[config.mk]
export PLATFORM = sky130hd
export DESIGN_NAME = mont_reduce_flat
export DESIGN_NICKNAME = d
export VERILOG_FILES = /design/src/rtl/mont_pkg.sv /design/src/rtl/mont_reduce_if.sv /design/src/rtl/mont_half_step.sv /design/src/rtl/mont_reduce.sv /design/src/flat_wrapper.sv
export SDC_FILE = /design/constraint.sdc
export NUM_CORES = 1
export LEC_CHECK = 0
export CELL_PAD_IN_SITES_DETAIL_PLACEMENT = 0
export CELL_PAD_IN_SITES_GLOBAL_PLACEMENT = 1
export CORE_ASPECT_RATIO = 2
export CORE_MARGIN = 1.5
export CORE_UTILIZATION = 25
export CTS_CLUSTER_SIZE = 16
export DETAILED_ROUTE_END_ITERATION = 8
export GPL_ROUTABILITY_DRIVEN = 0
export PLACE_DENSITY_LB_ADDON = 0.1
export REMOVE_ABC_BUFFERS = 1
export SLEW_MARGIN = 20
export SYNTH_ARGS = -nofsm -noshare
export SYNTH_HDL_FRONTEND = slang
export SYNTH_HIERARCHICAL = 1
export SYNTH_SLANG_ARGS = --single-unit
[constraint.sdc]
create_clock -name clk -period 8.2 [get_ports clk]
set_input_delay 2.46 -clock clk [delete_from_list [all_inputs] [get_ports clk]]
set_output_delay 2.46 -clock clk [all_outputs]
set_load 0.005 [all_outputs]
[src/rtl/mont_pkg.sv]
// Shared types and constants for the Montgomery reduction datapath.
package mont_pkg;

    localparam int unsigned LEN_W     = 8;
    localparam int unsigned DEF_WIDTH = 32;

    typedef enum logic [1:0] {
        StIdle = 2'd0,
        StRun  = 2'd1,
        StFix  = 2'd2,
        StDone = 2'd3
    } state_e;

endpackage

[src/rtl/mont_reduce_if.sv]
// Start/end handshake and operand bus of the Montgomery reduction block.
interface mont_reduce_if
    import mont_pkg::*;
#(
    parameter int unsigned WIDTH = DEF_WIDTH
) ();

    logic             mr_start;
    logic [LEN_W-1:0] len;
    logic [WIDTH-1:0] num_in;
    logic [WIDTH-1:0] modulus;
    logic             mr_end;
    logic [WIDTH-1:0] mr_out;
    logic             mr_err;

    modport master (
        output mr_start, len, num_in, modulus,
        input  mr_end, mr_out, mr_err
    );

    modport slave (
        input  mr_start, len, num_in, modulus,
        output mr_end, mr_out, mr_err
    );

endinterface

[src/rtl/mont_half_step.sv]
// One Montgomery halving step: acc[0] ? (acc + n) / 2 : acc / 2.
module mont_half_step #(
    parameter int unsigned WIDTH = 32
) (
    input  logic [WIDTH-1:0] acc,
    input  logic [WIDTH-1:0] n,
    output logic [WIDTH-1:0] res
);

    logic [WIDTH:0] sum;

    // Carry is kept so that acc + n never wraps before the halving.
    assign sum = {1'b0, acc} + {1'b0, n};
    assign res = acc[0] ? WIDTH'(sum >> 1) : (acc >> 1);

endmodule

[src/rtl/mont_reduce.sv]
// Bit-serial conversion out of the Montgomery domain: mr_out = num_in * 2^-len mod modulus.
// Define MONT_REDUCE_CHECK_EN to reject even moduli and num_in >= modulus with mr_err.
module mont_reduce
    import mont_pkg::*;
#(
    parameter int unsigned WIDTH = DEF_WIDTH
) (
    input  logic clk,
    input  logic rst,
    mont_reduce_if.slave bus
);

    state_e           state_q, state_d;
    logic [WIDTH-1:0] acc_q, acc_d;
    logic [WIDTH-1:0] n_q, n_d;
    logic [LEN_W-1:0] cnt_q, cnt_d;
    logic             end_q, end_d;
    logic [WIDTH-1:0] out_q, out_d;
    logic [WIDTH-1:0] half_res;
    logic             err_d;

    mont_half_step #(
        .WIDTH (WIDTH)
    ) u_half_step (
        .acc (acc_q),
        .n   (n_q),
        .res (half_res)
    );

    always_comb begin
        state_d = state_q;
        acc_d   = acc_q;
        n_d     = n_q;
        cnt_d   = cnt_q;
        end_d   = 1'b0;
        out_d   = out_q;
        err_d   = 1'b0;
        case (state_q)
            StIdle: begin
                if (bus.mr_start) begin
                    acc_d   = bus.num_in;
                    n_d     = bus.modulus;
                    cnt_d   = bus.len;
                    state_d = (bus.len == '0) ? StFix : StRun;
`ifdef MONT_REDUCE_CHECK_EN
                    if (!bus.modulus[0] || (bus.num_in >= bus.modulus)) begin
                        state_d = StDone;
                        end_d   = 1'b1;
                        err_d   = 1'b1;
                        out_d   = '0;
                    end
`endif
                end
            end
            StRun: begin
                acc_d = half_res;
                cnt_d = cnt_q - 1'b1;
                if (cnt_q == LEN_W'(1)) begin
                    state_d = StFix;
                end
            end
            StFix: begin
                // acc < 2N holds throughout, so one subtract fully reduces it.
                out_d   = ({1'b0, acc_q} >= {1'b0, n_q}) ? (acc_q - n_q) : acc_q;
                end_d   = 1'b1;
                state_d = StDone;
            end
            StDone: begin
                state_d = StIdle;
            end
            default: begin
                state_d = StIdle;
            end
        endcase
    end

    always_ff @(posedge clk or posedge rst) begin
        if (rst) begin
            state_q <= StIdle;
            acc_q   <= '0;
            n_q     <= '0;
            cnt_q   <= '0;
            end_q   <= 1'b0;
            out_q   <= '0;
        end else begin
            state_q <= state_d;
            acc_q   <= acc_d;
            n_q     <= n_d;
            cnt_q   <= cnt_d;
            end_q   <= end_d;
            out_q   <= out_d;
        end
    end

`ifdef MONT_REDUCE_CHECK_EN
    logic err_q;

    // The flag is held until the next accepted start re-evaluates it.
    always_ff @(posedge clk or posedge rst) begin
        if (rst) begin
            err_q <= 1'b0;
        end else if (state_q == StIdle && bus.mr_start) begin
            err_q <= err_d;
        end
    end

    assign bus.mr_err = err_q;
`else
    assign bus.mr_err = err_d & 1'b0;
`endif

    assign bus.mr_end = end_q;
    assign bus.mr_out = out_q;

endmodule

[src/flat_wrapper.sv]
// flat-port wrapper written by rule: the top's interface ports become plain ports
module mont_reduce_flat import mont_pkg::*;
#(
    parameter int unsigned WIDTH = DEF_WIDTH
)
  (clk, rst, bus_mr_start, bus_len, bus_num_in, bus_modulus, bus_mr_end, bus_mr_out, bus_mr_err);
  mont_reduce_if #(.WIDTH(WIDTH)) bus_i ();
  input  logic clk;
  input  logic rst;
  input wire logic [$bits(bus_i.mr_start)-1:0] bus_mr_start;
  input wire logic [$bits(bus_i.len)-1:0] bus_len;
  input wire logic [$bits(bus_i.num_in)-1:0] bus_num_in;
  input wire logic [$bits(bus_i.modulus)-1:0] bus_modulus;
  output wire logic [$bits(bus_i.mr_end)-1:0] bus_mr_end;
  output wire logic [$bits(bus_i.mr_out)-1:0] bus_mr_out;
  output wire logic [$bits(bus_i.mr_err)-1:0] bus_mr_err;
  assign bus_i.mr_start = bus_mr_start;
  assign bus_i.len = bus_len;
  assign bus_i.num_in = bus_num_in;
  assign bus_i.modulus = bus_modulus;
  assign bus_mr_end = bus_i.mr_end;
  assign bus_mr_out = bus_i.mr_out;
  assign bus_mr_err = bus_i.mr_err;
  mont_reduce #(.WIDTH(WIDTH)) u_core (.clk(clk), .rst(rst), .bus(bus_i));
endmodule
==> results of run 1 <==
-- sequential cells by signal, indices dropped and copies added (netlist names) --
signal,count
u_core/n_q,32
u_core/bus.mr_end,1
u_core/acc_q,32
u_core/bus.mr_out,32
u_core/state_q,2
u_core/cnt_q,8
-- metal layers --
metal	part of all wire [%]	GRT usage, %	vias up
li1	-	-	3842
met1	35	17.7	3655
met2	58	35.5	179
met3	2.7	2.29	48
met4	4.4	8.43	0
met5	0	0	-
-- area by class of cell --
type / count / area [sq um]
flip-flops and latches: 107 / 2680
well taps: 445 / 557
multi-input cells: 803 / 5750
clock inverters: 6 / 66.3
inverters: 59 / 224
fillers: 3827 / 24300
clock buffers: 9 / 225
repair buffers: 116 / 1140
-- path summary, 6_finish.rpt --
check | start | end | slack [ns] | cells past startpoint
max reg2reg | u_core/acc_q[0]$_DFFE_PP0P_ | u_core/bus.mr_out[9]$_DFFE_PP0P_ | 4.19 | 12
max in group asynchronous | rst | u_core/acc_q[7]$_DFFE_PP0P_ | 4.36 | 3
max | bus_mr_start | u_core/acc_q[20]$_DFFE_PP0P_ | 3.70 | 6
min | u_core/bus.mr_out[30]$_DFFE_PP0P_ | u_core/bus.mr_out[30]$_DFFE_PP0P_ | 0.50 | 2
min reg2reg | u_core/bus.mr_out[30]$_DFFE_PP0P_ | u_core/bus.mr_out[30]$_DFFE_PP0P_ | 0.50 | 2
min in group asynchronous | rst | u_core/bus.mr_out[25]$_DFFE_PP0P_ | 2.57 | 2
-- synthesized netlist by cell type (7+ instances only) --
cell type and count:
xor2_1 17, a21o_1 22, and3_1 11, nand2b_1 9, and2_1 8, nand3_1 23
o21ai_0 70, mux2i_1 58, clkbuf_1 30, nand2_1 94, nor2_1 60, nor3_1 12
ha_1 68, o21bai_1 7, mux2_2 55, nand4_1 9, a21oi_1 112, nor2b_1 9
buf_2 11, xnor2_1 31, inv_1 59, dfrtp_1 107, o21a_1 10
-- placed cells by master (no fill, tap or decap), drive strengths merged, types with 5 or more instances in the layout --
master         instances
a31oi                  5
o21a                  10
a211oi                 7
buf                    9
ha                    68
nand3                 23
inv                   60
nor2                  60
nor2b                  9
o211ai                 7
nand4                  9
and3                  11
a21oi                116
clkdlybuf4s50        107
a21boi                 5
nand2                 96
nand2b                 9
dfrtp                107
xor2                  17
o21ai                 76
clkbuf                 9
mux2                  55
mux2i                 58
o22ai                  6
nor3                  14
o21bai                 7
and2                   9
o31ai                  5
xnor2                 31
a21o                  22
-- worst max-delay path, delay by kind of cell --
family | cells | cell delay (ns)
buffers and inverters | 3 | 1.40
AOI/OAI and AO/OA | 2 | 0.78
and+or+nand+nor | 1 | 0.07
-- per-stage QoR --
step                area (sq um)  setup WS (ns)  instances  utilization [%]
floorplan                   8640           2.92        969                -
CTS                        10600           3.64       1545             30.4
global placement           10300           3.25       1530             29.6
finish                     10600           3.70       1545             30.4
global route               10600           3.48       1545             30.4
detailed placement         10300           3.22       1530             29.6
-- cell families after synthesis --
kind of cell,count (synthesis)
XOR/XNOR,48
AND/OR/NAND/NOR,261
multiplexers,113
other,1
flip-flops,107
adder cells (fa/ha/maj),70
AO/OA/AOI/OAI,310
buffers and inverters,110
==> key figures, run 1 <==
Outcome
  • Outcome: finished clean

Die
  • Io pins: 109
  • FP Rows: 97
  • Die area: 0.0367 sq mm
  • Die X-Extent: 136 um
  • Die height: 269 um
  • Core Box Area: 0.0350 sq mm
  • Initial Util: 25.4%

Critical path
  • Critical Path End Type: flop
  • Slowest CP cell: o21a_2
  • CP most frequent cell: buf_4
  • Sequence of cells on the critical path: clkdlybuf4s50_1 > nand2_2 > buf_4 > o21a_2 > buf_4 > o21ai_0
  • CP arrival: 4.75 ns
  • Largest fanout on the critical path: 40
  • Crit path launch type: input port
  • Critical path required time: 8.44 ns
  • Max stage delay on crit path: 0.60 ns
  • CP Class: in -> reg

Route
  • Remaining antenna violation count: 0
  • DRT iter0 DRCs: 248
  • Vias/cell: 5.00
  • Via Count: 7724
  • Drt wl/cell: 20.7 um
  • Routed WL: 32.0 mm
  • Residual DRC count: 0
  • Initial DRT Pass Iterations: 5

Synth
  • Post-Synth XOR/XNOR Area: 4.74%
  • Compound-cell area share of the yosys netlist: 22.3%
  • Post-synth top area share: 30.2%
  • Post-synth cell types: 83
  • Synth area leaders: dfrtp_1 (30%), ha_1 (9.6%), mux2_2 (7.0%)
  • Main combinational cell family by area after synthesis: compound AO/OA/AOI/OAI gates
  • Synth Instances: 1020
  • Mapped cell area: 0.00887 sq mm
  • Synth Warn #: 6
  • Dominant synthesized flop cell: dfrtp_1
  • EDFF count, synth: 0
  • Area share of and/or/nand/nor cells after synthesis: 14.0%
  • Synth Area in Adders: 10.0%
  • Syn_area_per_cell: 8.70 sq um
  • Ys async rst share: 100%
  • Post-synth top area cell: dfrtp_1
  • Mux share of post-synthesis cell area: 13.5%
  • Sequential cell area fraction in the yosys report: 30.2%
  • Yosys reg bits: 107

GRT
  • First-pass GRT wire length: 48.6 mm
  • Largest net degree at the start of global routing: 59
  • Vias in the first global route: 8187
  • Total Routing Usage GR: 17.9%
  • Grt ovf: 0
  • Initial antenna violation count: 0

STA
  • Fin crit share: 54.9%
  • Max Fclk: 0.222 GHz
  • Hold Violations, Final: 0
  • RSZ-0062 raised after global routing: false
  • Relative max-transition margin: 29.8%
  • Slew Limit Fails: 0
  • Clock skew: 0.0105 ns
  • Setup TNS: 0 ns
  • Worst-margin pin slew: 1.05 ns
  • Final min period: 4.50 ns
  • Hold Slack: 0.501 ns
  • Final setup violating endpoints: 0

CTS
  • CTS clock-pin slew for the worst setup and hold paths: 0.08 ns
  • Post-CTS Resized: 0
  • CTS tree: built
  • Post-CTS Setup Repair Bufs: 0
  • Worst-skew pair later-pin latency: 0.38 ns
  • H-tree levels: 3
  • Sink Count: 107
  • Hold buffers post-CTS: 0
  • Max Root-Sink Buffers: 2
  • Root buffer cell: clkbuf_16
  • Inserted Clock Buffers: 9

Min path
  • Hold Crit Class: reg -> reg

Layout
  • Fin nets: 1241
  • Fraction of layout cells with a size suffix above 1: 10.2%
  • Area delta synth->final: 19.9%
  • Number of diodes: 0

Placement
  • Port Buffers: 107
  • Detailed placement HPWL: 25.3 mm

Flow run
  • Max-Cap Viols: 0
Power of run 1 is not shown: default switching activity piles up to over one toggle a cycle in this logic, so the estimate is an artifact.
==> run 2, diff against run 1 <==
==> constraint.sdc (replaced) <==
create_clock -name clk -period 4 [get_ports clk]
set_input_delay 1.2 -clock clk [delete_from_list [all_inputs] [get_ports clk]]
set_output_delay 1.2 -clock clk [all_outputs]
set_load 0.005 [all_outputs]
==> run 2 against run 1 <==
Routed wire length up 3.3%. First-iteration DRC count increased by 8.5%. Sequential share of layout area is 0.23 points lower. Worst hold slack improved by 0.0023 ns. Via count is 0.25% higher. Highest routed layer unchanged.
==> key figures, run 2 (same netlist as run 1, synthesis figures left out) <==
Outcome
  • Outcome: finished clean (unchanged)

STA
  • RSZ-0062 raised after global routing: false (unchanged)
  • Clock skew: 0.0134 ns (was 0.0105 ns)
  • Final min period: 3.38 ns
  • Final worst setup slack: 0.624 ns (was 3.70 ns)
  • Fin crit share: 84.4%
  • Final setup violating endpoints: 0 (unchanged)
  • Slew Limit Fails: 0 (unchanged)
  • Hold Slack: 0.503 ns (was 0.501 ns)
  • Max Fclk: 0.296 GHz
  • Hold Violations, Final: 0 (unchanged)
  • Relative max-transition margin: 44.4% (was 29.8%)
  • Worst-margin pin slew: 0.813 ns (was 1.05 ns)

Flow run
  • Max-Cap Viols: 0 (unchanged)

CTS
  • CTS tree: built (unchanged)
  • CTS clock-pin slew for the worst setup and hold paths: 0.08 ns (about the same)
  • Post-CTS Resized: 0 (unchanged)
  • Post-CTS Setup Repair Bufs: 0 (unchanged)
  • Sink Count: 107 (unchanged)
  • Worst-skew pair later-pin latency: 0.39 ns (was 0.38 ns)
  • Max Root-Sink Buffers: 2 (unchanged)
  • Inserted Clock Buffers: 9 (unchanged)
  • Hold buffers post-CTS: 0 (unchanged)
  • H-tree levels: 3 (unchanged)
  • Root buffer cell: clkbuf_16 (unchanged)

Route
  • Via Count: 7743 (was 7724)
  • Remaining antenna violation count: 0 (unchanged)
  • Vias/cell: 4.99 (was 5.00)
  • DRT iter0 DRCs: 269 (was 248)
  • Routed WL: 33.0 mm (was 32.0 mm)
  • Residual DRC count: 0 (unchanged)
  • Drt wl/cell: 21.3 um (was 20.7 um)
  • Initial DRT Pass Iterations: 4 (was 5)

GRT
  • Total Routing Usage GR: 18.5% (was 17.9%)
  • Initial antenna violation count: 0 (unchanged)
  • Grt ovf: 0 (unchanged)
  • Met2 Resource Use GR: 37.5% (was 35.5%)
  • Vias in the first global route: 8195 (was 8187)
  • GR Util met1: 17.9% (was 17.7%)
  • Top Usage Layer GRT: met2 (unchanged)
  • First-pass GRT wire length: 49.8 mm (was 48.6 mm)
  • Met3 usage: 2.01% (was 2.29%)
  • Largest net degree at the start of global routing: 63 (was 59)

Min path
  • Hold Crit Start: u_core/bus.mr_out[31]$_DFFE_PP0P_ (was u_core/bus.mr_out[30]$_DFFE_PP0P_)
  • Hold worst-path end: u_core/bus.mr_out[31]$_DFFE_PP0P_ (was u_core/bus.mr_out[30]$_DFFE_PP0P_)
  • Worst Hold Depth: 1 (was 2)
  • Hold Crit Class: reg -> reg (unchanged)

Critical path
  • Crit path launch type: flop (was input port)
  • Largest fanout on the critical path: 5 (was 40)
  • CP arrival: 3.64 ns (was 4.75 ns)
  • R2R Path Start: u_core/acc_q[2]$_DFFE_PP0P_ (was u_core/acc_q[0]$_DFFE_PP0P_)
  • FF-to-FF path depth: 10 (was 12)
  • Critical Path End Type: flop (unchanged)
  • CP Class: reg -> reg (was in -> reg)
  • Critical path required time: 4.27 ns (was 8.44 ns)
  • R2R Setup Slk: 0.62 ns (was 4.19 ns)
  • End of the worst register-to-register path: u_core/acc_q[20]$_DFFE_PP0P_ (was u_core/bus.mr_out[9]$_DFFE_PP0P_)

Die
  • Core Box Area: 0.0350 sq mm (unchanged)
  • Die area: 0.0367 sq mm (unchanged)
  • Io pins: 109 (unchanged)
  • Die X-Extent: 136 um (unchanged)
  • FP Rows: 97 (unchanged)
  • Initial Util: 25.4% (unchanged)
  • Die height: 269 um (unchanged)

Layout
  • Fraction of layout cells with a size suffix above 1: 10.7% (was 10.2%)
  • Fillers: 3750 (was 3827)
  • Most frequent cells in the layout: a21oi_1 (112), clkdlybuf4s50_1 (107), dfrtp_1 (107) (unchanged)
  • Layout Cells excl Fill: 1553 (was 1545)
  • Fin nets: 1249 (was 1241)
  • Area delta synth->final: 21.0% (was 19.9%)
  • Most common cell after layout, fill and taps aside: a21oi_1 (unchanged)
  • Number of diodes: 0 (unchanged)

Placement
  • Port Buffers: 107 (unchanged)
  • Setup WS pre-CTS: 0.654 ns (was 3.22 ns)
  • DP Cell Count: 1538 (was 1530)
  • Detailed placement HPWL: 26.5 mm (was 25.3 mm)
[run 2: cell count changes in the layout (fill, tap and decap cells not counted), sizes merged]
cell,change
buf,+8
clkbuf,+2
clkinvlp,-2
[run 2: worst max-delay path, stage by stage, from the launching register on]
cell,delay (ns)
dfrtp_1,0.45
ha_1,0.38
a21oi_1,0.24
a21oi_1,0.19
o2111ai_1,0.65
a211oi_1,0.19
o41ai_1,0.53
nand3_1,0.15
a31o_1,0.22
mux2i_1,0.15
o21ai_0,0.10
[run 2: layout make-up]
cell class / count / area, sq um / area share, %
timing repair buffer: 124 / 1240 / 11.5
clock inverter: 4 / 48.8 / 0.454
sequential: 107 / 2680 / 24.9
inverter: 59 / 224 / 2.09
multi-input combinational: 803 / 5750 / 53.6
clock buffer: 11 / 243 / 2.26
tap: 445 / 557 / 5.19
[run 2: layer usage]
layer | part of all wire [%] | wire (um) | vias to the layer above
met5 | 0 | 0 | -
li1 | - | - | 3846
met3 | 2.5 | 836 | 43
met4 | 3.7 | 1210 | 0
met1 | 34 | 11300 | 3721
met2 | 60 | 19700 | 133
[run 2: stage by stage]
stage          setup TNS [ns]  util, %  cell area [sq um]
5_1_grt                     0     30.7              10700
3_5_place_dp                0     29.9              10400
2_1_floorplan           -1.85        -               8640
6_report                    0     30.7              10700
3_3_place_gp                0     29.9              10400
4_1_cts                     0     30.7              10700
[run 2: worst max-delay path by stage]
stage / from / to / slack (ns) / cells after the start
finish: u_core/acc_q[2]$_DFFE_PP0P_ / u_core/acc_q[20]$_DFFE_PP0P_ / 0.62 / 10
floorplan: rst / u_core/acc_q[0]$_DFFE_PP0P_ / -0.02 / 1
CTS: u_core/acc_q[2]$_DFFE_PP0P_ / u_core/acc_q[20]$_DFFE_PP0P_ / 0.59 / 10
detailed placement: u_core/acc_q[11]$_DFFE_PP0P_ / u_core/bus.mr_out[28]$_DFFE_PP0P_ / 0.65 / 10
global placement: u_core/acc_q[2]$_DFFE_PP0P_ / u_core/acc_q[20]$_DFFE_PP0P_ / 0.62 / 10
global route: u_core/acc_q[2]$_DFFE_PP0P_ / u_core/acc_q[20]$_DFFE_PP0P_ / 0.38 / 10
Power of run 2 is left out for the same reason.
==> run 3, diff against run 2 <==
==> constraint.sdc (replaced) <==
create_clock -name clk -period 3.1 [get_ports clk]
set_input_delay 0.93 -clock clk [delete_from_list [all_inputs] [get_ports clk]]
set_output_delay 0.93 -clock clk [all_outputs]
set_load 0.005 [all_outputs]
==> run 3 against run 2 <==
Worst hold slack better by 0.0050 ns. Clock skew is essentially flat. Sequential cell count unchanged. Setup slack got worse by 0.50 ns. Fmax rose by 13%. Die area is the same. Clock-buffer cell count shrank 2. Core utilization grew 2.1 points. Non-clock buffer count increased by 76. Cell count grew 5.0%. Via count grew 4.3%. First-iteration DRC count shrank 4.5%. Largest cell class unchanged.
==> key figures, run 3 (same netlist as run 1, synthesis figures left out) <==
Layout
  • Area delta synth->final: 29.1% (was 21.0%)
  • Number of diodes: 0 (unchanged)
  • Finished Core Util: 32.8% (was 30.7%)
  • Fraction of layout cells with a size suffix above 1: 17.6% (was 10.7%)
  • Fin nets: 1325 (was 1249)
  • Most frequent cells in the layout: a21oi_1 (110), clkdlybuf4s50_1 (107), dfrtp_1 (107) (was a21oi_1 (112), clkdlybuf4s50_1 (107), dfrtp_1 (107))
  • Most common cell after layout, fill and taps aside: a21oi_1 (unchanged)

Critical path
  • Critical path required time: 3.37 ns (was 4.27 ns)
  • Largest fanout on the critical path: 15 (was 5)
  • End of the worst register-to-register path: u_core/bus.mr_out[31]$_DFFE_PP0P_ (was u_core/acc_q[20]$_DFFE_PP0P_)
  • R2R Setup Slk: 0.12 ns (was 0.62 ns)
  • R2R Path Start: u_core/acc_q[28]$_DFFE_PP0P_ (was u_core/acc_q[2]$_DFFE_PP0P_)
  • Critical Path End Type: flop (unchanged)
  • CP Class: reg -> reg (unchanged)
  • CP arrival: 3.25 ns (was 3.64 ns)
  • FF-to-FF path depth: 11 (was 10)
  • Crit path launch type: flop (unchanged)

CTS
  • Max Root-Sink Buffers: 2 (unchanged)
  • Worst-skew pair later-pin latency: 0.39 ns (about the same)
  • CTS tree: built (unchanged)
  • Inserted Clock Buffers: 9 (unchanged)
  • CTS clock-pin slew for the worst setup and hold paths: 0.08 ns (about the same)
  • Hold buffers post-CTS: 0 (unchanged)
  • Root buffer cell: clkbuf_16 (unchanged)
  • Sink Count: 107 (unchanged)
  • H-tree levels: 3 (unchanged)

GRT
  • Total Routing Usage GR: 19.2% (was 18.5%)
  • Grt ovf: 0 (unchanged)
  • Top Usage Layer GRT: met2 (unchanged)
  • Met2 Resource Use GR: 38.7% (was 37.5%)
  • Initial antenna violation count: 0 (unchanged)
  • Largest net degree at the start of global routing: 60 (was 63)
  • GR Util met1: 17.6% (was 17.9%)
  • Met3 usage: 2.50% (was 2.01%)
  • Vias in the first global route: 8892 (was 8195)
  • First-pass GRT wire length: 51.9 mm (was 49.8 mm)

Route
  • Drt wl/cell: 21.1 um (was 21.3 um)
  • Routed WL: 34.4 mm (was 33.0 mm)
  • Remaining antenna violation count: 0 (unchanged)
  • Initial DRT Pass Iterations: 4 (unchanged)
  • Via Count: 8073 (was 7743)
  • DRT iter0 DRCs: 257 (was 269)
  • Vias/cell: 4.95 (was 4.99)
  • Residual DRC count: 0 (unchanged)

STA
  • Fin crit share: 96.0% (was 84.4%)
  • Final setup violating endpoints: 0 (unchanged)
  • Final min period: 2.98 ns (was 3.38 ns)
  • Clock skew: 0.0134 ns (about the same)
  • Max Fclk: 0.336 GHz (was 0.296 GHz)
  • Hold Violations, Final: 0 (unchanged)
  • Setup TNS: 0 ns (unchanged)
  • Slew Limit Fails: 0 (unchanged)
  • Worst-margin pin slew: 0.828 ns (was 0.813 ns)
  • Relative max-transition margin: 44.8% (was 44.4%)

Die
  • Core Box Area: 0.0350 sq mm (unchanged)
  • Die height: 269 um (unchanged)
  • Die area: 0.0367 sq mm (unchanged)
  • Initial Util: 25.4% (unchanged)
  • Die X-Extent: 136 um (unchanged)
  • Io pins: 109 (unchanged)
  • FP Rows: 97 (unchanged)

Placement
  • Port Buffers: 107 (unchanged)
  • Detailed placement HPWL: 28.0 mm (was 26.5 mm)

Min path
  • Worst Hold Depth: 1 (unchanged)
  • Hold Crit Class: reg -> reg (unchanged)
  • Hold worst-path end: u_core/bus.mr_out[31]$_DFFE_PP0P_ (unchanged)
  • Hold Crit Start: u_core/bus.mr_out[31]$_DFFE_PP0P_ (unchanged)

Flow run
  • Max-Cap Viols: 0 (unchanged)

Outcome
  • Outcome: finished clean (unchanged)
-- run 3: cell count changes in the layout (fill, tap and decap cells not counted), sizes merged --
cell | before | now
inv | 60 | 61
clkinv | 2 | 3
clkbuf | 11 | 9
buf | 17 | 93
clkinvlp | 0 | 1
-- run 3: timing repair --
item	CTS	global route
setup endpoints to repair	3	20
pin swaps	1	8
gates cloned	0	0
gates resized for setup	3	19
setup buffers	0	1
hold endpoints to repair	0	0
-- run 3: through the flow --
stage	setup WS, ns	instance area, sq um	hold WS, ns	std cells
4_1_cts	0.0132	11400	0.511	1629
2_1_floorplan	-0.884	8640	0.472	969
3_5_place_dp	-0.0352	11100	0.492	1613
3_3_place_gp	-0.0230	11100	0.491	1613
5_1_grt	-0.0187	11500	0.533	1630
6_report	0.123	11500	0.508	1630
-- run 3: worst max path at each step --
stage                                             from                                 to
final                     u_core/acc_q[28]$_DFFE_PP0P_  u_core/bus.mr_out[31]$_DFFE_PP0P_
after global routing         u_core/n_q[2]$_DFFE_PP0P_       u_core/acc_q[30]$_DFFE_PP0P_
after CTS                  u_core/acc_q[0]$_DFFE_PP0P_       u_core/acc_q[21]$_DFFE_PP0P_
after detailed placement   u_core/acc_q[0]$_DFFE_PP0P_       u_core/acc_q[17]$_DFFE_PP0P_
after global placement     u_core/acc_q[0]$_DFFE_PP0P_       u_core/acc_q[25]$_DFFE_PP0P_
after floorplan            u_core/acc_q[0]$_DFFE_PP0P_  u_core/bus.mr_out[10]$_DFFE_PP0P_
-- run 3: worst max-delay path, stage by stage (launching register included) --
cell	delay (ns)
dfrtp_1	0.46
ha_1	0.44
a21o_1	0.24
a21oi_1	0.25
o21ai_0	0.13
a21oi_1	0.23
o22ai_1	0.12
a211o_2	0.33
buf_12	0.18
nand3_1	0.13
mux2i_1	0.09
a211o_1	0.27
-- run 3: layout make-up --
cell class              count  area, sq um
well taps                 445          557
repair buffers            200         1860
inverters                  59          224
flip-flops and latches    107         2680
clock buffers               9          225
clock inverters             7         87.6
fillers                  3786        23500
multi-input cells         803         5830
-- run 3: metal layers --
layer,share of wire (%),up-vias
li1,-,4002
met1,33,3835
met2,59,168
met3,2.6,68
met4,5.3,0
met5,0,-
Power of run 3 is left out for the same reason.
